## src/rtl/collision_event_writer.sv

```systemverilog
// Collision table producer: queues sprite-pair events and turns each pair
// into up to two deduplicated single-cycle table writes.
module collision_event_writer #(
  parameter int unsigned SPRITE_WIDTH = 8,
  parameter int unsigned NUM_SPRITES  = 128,
  parameter int unsigned DATA_WIDTH   = 8,
  parameter int unsigned FIFO_DEPTH   = 4
) (
  input  logic                    clk,
  input  logic                    reg_reset,
  input  logic                    event_valid,
  output logic                    event_ready,
  input  logic [SPRITE_WIDTH-1:0] sprite_a,
  input  logic [SPRITE_WIDTH-1:0] sprite_b,
  output logic                    write_collision,
  output logic [SPRITE_WIDTH-1:0] table_index,
  output logic [DATA_WIDTH-1:0]   table_value,
  output logic                    busy,
  output logic                    overflow
);

  localparam int unsigned AW = $clog2(FIFO_DEPTH);
  localparam int unsigned RW =
    (NUM_SPRITES > 1) ? $clog2(NUM_SPRITES) : 1;
  localparam int unsigned RN = 2 ** RW;
  localparam logic [SPRITE_WIDTH:0] NS =
    NUM_SPRITES[SPRITE_WIDTH:0];
  localparam logic [AW:0] FULL = FIFO_DEPTH[AW:0];

  typedef enum logic [1:0] {
    IDLE,
    WR_A,
    WR_B
  } state_t;

  state_t state, state_nx;

  logic [SPRITE_WIDTH-1:0] fifo_a [FIFO_DEPTH];
  logic [SPRITE_WIDTH-1:0] fifo_b [FIFO_DEPTH];
  logic [AW-1:0]           wr_ptr, rd_ptr;
  logic [AW:0]             count;
  logic [SPRITE_WIDTH-1:0] cur_a, cur_b;
  logic [RN-1:0]           recorded;
  logic [RW-1:0]           ia, ib;
  logic [DATA_WIDTH-1:0]   val_a, val_b;
  logic                    discard, push, pop;

  assign event_ready = (count != FULL);
  assign discard = (sprite_a == sprite_b)
                 | ({1'b0, sprite_a} >= NS)
                 | ({1'b0, sprite_b} >= NS);
  assign push = event_valid & event_ready & ~discard;
  assign pop  = ((state == IDLE) | (state == WR_B))
              & (count != '0);
  assign busy = (state != IDLE) | (count != '0);

  // Queued indices are always < NUM_SPRITES, so the low bits suffice.
  assign ia = cur_a[RW-1:0];
  assign ib = cur_b[RW-1:0];

  if (DATA_WIDTH > SPRITE_WIDTH) begin : g_ext
    assign val_a = {{(DATA_WIDTH-SPRITE_WIDTH){1'b0}}, cur_a};
    assign val_b = {{(DATA_WIDTH-SPRITE_WIDTH){1'b0}}, cur_b};
  end else begin : g_trunc
    assign val_a = cur_a[DATA_WIDTH-1:0];
    assign val_b = cur_b[DATA_WIDTH-1:0];
  end

  always_comb begin
    state_nx = state;
    unique case (state)
      IDLE:    if (pop) state_nx = WR_A;
      WR_A:    state_nx = WR_B;
      WR_B:    state_nx = pop ? WR_A : IDLE;
      default: state_nx = IDLE;
    endcase
  end

  always_ff @(posedge clk) begin
    if (push) begin
      fifo_a[wr_ptr] <= sprite_a;
      fifo_b[wr_ptr] <= sprite_b;
    end
  end

  always_ff @(posedge clk or posedge reg_reset) begin
    if (reg_reset) begin
      state           <= IDLE;
      wr_ptr          <= '0;
      rd_ptr          <= '0;
      count           <= '0;
      cur_a           <= '0;
      cur_b           <= '0;
      recorded        <= '0;
      overflow        <= 1'b0;
      write_collision <= 1'b0;
      table_index     <= '0;
      table_value     <= '0;
    end else begin
      state           <= state_nx;
      write_collision <= 1'b0;
      if (event_valid & ~event_ready) overflow <= 1'b1;
      if (push) wr_ptr <= wr_ptr + 1'b1;
      if (pop) begin
        rd_ptr <= rd_ptr + 1'b1;
        cur_a  <= fifo_a[rd_ptr];
        cur_b  <= fifo_b[rd_ptr];
      end
      unique case ({push, pop})
        2'b10:   count <= count + 1'b1;
        2'b01:   count <= count - 1'b1;
        default: count <= count;
      endcase
      // First collision per sprite wins until the next clear.
      if (state == WR_A && !recorded[ia]) begin
        write_collision <= 1'b1;
        table_index     <= cur_a;
        table_value     <= val_b;
        recorded[ia]    <= 1'b1;
      end
      if (state == WR_B && !recorded[ib]) begin
        write_collision <= 1'b1;
        table_index     <= cur_b;
        table_value     <= val_a;
        recorded[ib]    <= 1'b1;
      end
    end
  end

endmodule
```

## config.mk

```make
export PLATFORM = sky130hd
export DESIGN_NAME = collision_event_writer
export DESIGN_NICKNAME = d
export VERILOG_FILES = /design/src/rtl/collision_event_writer.sv
export SDC_FILE = /design/constraint.sdc
export NUM_CORES = 1
export LEC_CHECK = 0
export BUFFER_PORTS_ARGS = -buffer_cell sky130_fd_sc_hd__buf_4
export CAP_MARGIN = 30
export CORE_UTILIZATION = 45
export DETAILED_ROUTE_END_ITERATION = 16
export GPL_ROUTABILITY_DRIVEN = 0
export GPL_TIMING_DRIVEN = 1
export PLACE_DENSITY = 0.63
export SLEW_MARGIN = 20
export SYNTH_ARGS = -nofsm -noshare
export SYNTH_HDL_FRONTEND = slang
export SYNTH_SLANG_ARGS = --single-unit
```

## constraint.sdc

```tcl
create_clock -name clk -period 12.5 [get_ports clk]
set_input_delay 1.875 -clock clk [delete_from_list [all_inputs] [get_ports clk]]
set_output_delay 1.875 -clock clk [all_outputs]
set_load 0.02 [all_outputs]
```

==> results.yml <==
run_status:
  status: "finished, final reports clean"
worst_setup_path:
  reg2reg_slack_ns: 8.14
  crit_type: "flip-flop to flip-flop"
  r2r-end: "recorded[66]"
  worstSetupStartpoint: "cur_b[3]"
  cpPeakStageDelay_ns: 0.82
  cp-end-kind: "flip-flop"
  required_ns: 12.97
  crit_arrival_ns: 4.83
  reg2reg_from: "cur_b[3]"
  crit_slowest_cell: "nor4b_4"
  crit_end: "recorded[66]"
  worst_r2r_path_depth: 8
  startpoint_type: "flip-flop"
  cp_max_fo: 22
  critical_path.cell_chain: "clkinv_1 > mux4_2 > nand4_1 > o311ai_2 > a211o_4 > nor4b_4 > buf_4 > a221o_1"
floorplanning:
  start_util: 0.458
  ios: 39
  die_h_microns: 165
  die_x_microns: 165
  die_area_sq_mm: 0.0271
  fp-row-count: 59
  core-area_sq_mm: 0.0260
grt:
  grt_util_all_layers: 0.281
  gr-usage-met2: 0.424
  antenna_found_initial: 0
  grt_max_degree: 104
  grt_pass1_wl_microns: 56300
  grt.overflow.total: 0
  grt_util_met1: 0.383
  grt_pass1_vias: 8892
  use_met3: 0.0663
  top_usage_layer: "met2"
timing:
  whs_ns: 0.467
  fin_crit_sh: 0.349
  fin_skew_ns: 0.0165
  hold_violations: 0
  grt_setup_unrepaired: "false"
  fmax_mhz: 230
  worst_pin_slew_ns: 1.08
  setup_viol_count_final: 0
  setup_tns_ns: 0
  fin_crit_ns: 4.36
  setup_ws_ns: 8.14
  relSlewSlack: 0.282
  slew_viol_final: 0
clock_network:
  post_cts_resized: 0
  cts_setup_buffers: 0
  cts_tree: "done"
  root_buffer: "clkbuf_16"
  cts.sinks: 235
  numCtsBuffers: 26
  clock_latency_ns: 0.55
  path_clk_slew_ns: 0.06
  cts_hold_buf: 0
  htree_levels: 1
  cts_buffer_depth: 3
layout:
  nets: 955
  final_common_cell: "dfrtp_1"
  final_cell_mix: "169 x dfrtp_1, 136 x a221o_1, 64 x edfxtp_1"
  final_util: 0.520
  syn_to_final_growth_pct: 13.5
  drive_gt1_frac: 0.225
  diodes: 0
  seqCellArea_sq_mm: 0.00620
  fillers: 2237
  multi_input_area_sq_mm: 0.00525
  final_cells: 1285
detailed_routing:
  drc: 0
  vias_per_cell: 7.18
  first_pass_iters: 5
  wl_per_cell_microns: 29.2
  final_antenna_net_count: 0
  num_vias: 9220
  drt_iter0_markers: 1131
  wl_microns: 37500
synthesis:
  yosysWarnings: 0
  synth_mux_area_frac: 0.125
  synth-edff-count: 64
  synth_flop_cell: "dfrtp_1"
  synth.distinct_cells: 71
  synth_sequential_area_ratio: 0.521
  yosys.area_share.simple: 0.0954
  ys_ff_latch: 235
  synthAdderAreaFrac: 0.00693
  synth_top_family_by_area: "compound AO/OA/AOI/OAI gates"
  netlist_instances: 907
  avgSynthCellArea_sq_um: 13.1
  syn-cell-area_sq_mm: 0.0119
  syn_nets: 932
  synth-xor-area-share: 0.00956
  synth_compound_area_frac: 0.201
  ys_async_sr_fraction: 0.728
power_and_ir_drop:
  clkPwrFrac: 0.211
  p_switching_uw: 1630
  switching_share: 0.423
  leakagePower_uw: 0.00545
  power_frac_comb: 0.446
  ir_worst_vdd_uv: 169
  power_frac_seq: 0.343
  powerDensity_mw_per_mm2: 285
  internal_power_uw: 2220
placed_design:
  post-place-ws_ns: 8.26
  dpl.hpwl_microns: 23900
  dp_cells: 1228
  portBuffers: 38
min_path:
  hold_path_class: "flip-flop to flip-flop"
flow_run:
  maxCapViolCount: 0
metrics by stage:
stage / instance area, sq um / total power, uW
floorplan: 11900 / 2450
global placement: 12400 / 2940
detailed placement: 12500 / 2980
CTS: 13400 / 3800
global route: 13500 / 4010
finish: 13500 / 3850
cell usage after synthesis (all sizes together) (2+ instances only):
library cell | number | area share
ha | 5 | 0.0053
a211o | 3 | 0.0029
nor4b | 2 | 0.0040
inv | 15 | 0.0047
nor2b | 11 | 0.0058
or3 | 2 | 0.0011
a221oi | 39 | 0.031
nor4 | 10 | 0.013
nand4 | 5 | 0.0026
o221ai | 6 | 0.0044
a31oi | 18 | 0.0095
a22oi | 9 | 0.0057
nor4bb | 2 | 0.0017
clkbuf | 30 | 0.0095
buf | 52 | 0.027
a211oi | 3 | 0.0019
mux4 | 38 | 0.075
edfxtp | 64 | 0.16
nor3 | 36 | 0.017
a2bb2oi | 2 | 0.0015
xor2 | 10 | 0.0074
and4 | 7 | 0.0051
a21oi | 4 | 0.0017
nand2b | 7 | 0.0037
a221o | 136 | 0.11
xnor2 | 3 | 0.0022
and2 | 10 | 0.0053
dfrtp | 171 | 0.36
mux2i | 15 | 0.013
nand3 | 21 | 0.0088
clkinv | 2 | 0.00063
a22o | 4 | 0.0029
mux2 | 40 | 0.038
nand2 | 35 | 0.011
nor2 | 34 | 0.012
and3 | 3 | 0.0016
o211a | 2 | 0.0017
o21ai | 32 | 0.013
worst max-delay path: cells and delay by family, from the launching register on:
family	cells	cell delay, ns
flip-flops	1	0.72
multiplexers	1	0.68
buffers and inverters	2	1.03
AO/OA/AOI/OAI	3	0.91
AND/OR/NAND/NOR	2	0.95
sequential cells by signal, indices dropped and copies added (netlist names), 3 cells and up:
register     flops
cur_b            8
fifo_b          32
recorded       128
table_value      8
count            3
cur_a            8
table_index      8
fifo_a          32
area by class of cell:
class                      instances  area share
tap                              335      0.0310
timing repair buffer              77      0.0492
inverter                          17     0.00509
clock buffer                      36      0.0546
multi-input combinational        573       0.388
sequential                       235       0.459
clock inverter                    12      0.0131
logic make-up (layout without fill, tap and decap cells):
group           count (synthesis)  in the layout
compound gates                271            271
xor+xnor                       13             13
fa+ha+maj                       6              6
buf+inv                        99            142
flops                         235            235
mux                            93             93
simple gates                  190            190
metal layers:
layer / up-vias / part of all wire
met5: - / 0
met4: 0 / 0.049
met3: 122 / 0.10
met2: 675 / 0.45
met1: 4638 / 0.40
li1: 3785 / -
power groups by stage:
stage / Clock [uW] / Combinational (uW) / Sequential, uW
final: 813 / 1720 / 1320
after detailed placement: 0 / 1670 / 1310
after global placement: 0 / 1610 / 1320
after CTS: 824 / 1670 / 1300
after floorplan: 0 / 1240 / 1210
after global routing: 848 / 1830 / 1340
worst min path at each step:
stage                        startpoint  depth (start not counted)             to
after global placement         overflow                          1       overflow
after global routing           overflow                          1       overflow
final                          overflow                          1       overflow
after CTS                      overflow                          1       overflow
after floorplan           recorded[121]                          1  recorded[121]
after detailed placement       overflow                          1       overflow
Note: power is estimated with default switching activity, not from simulation.
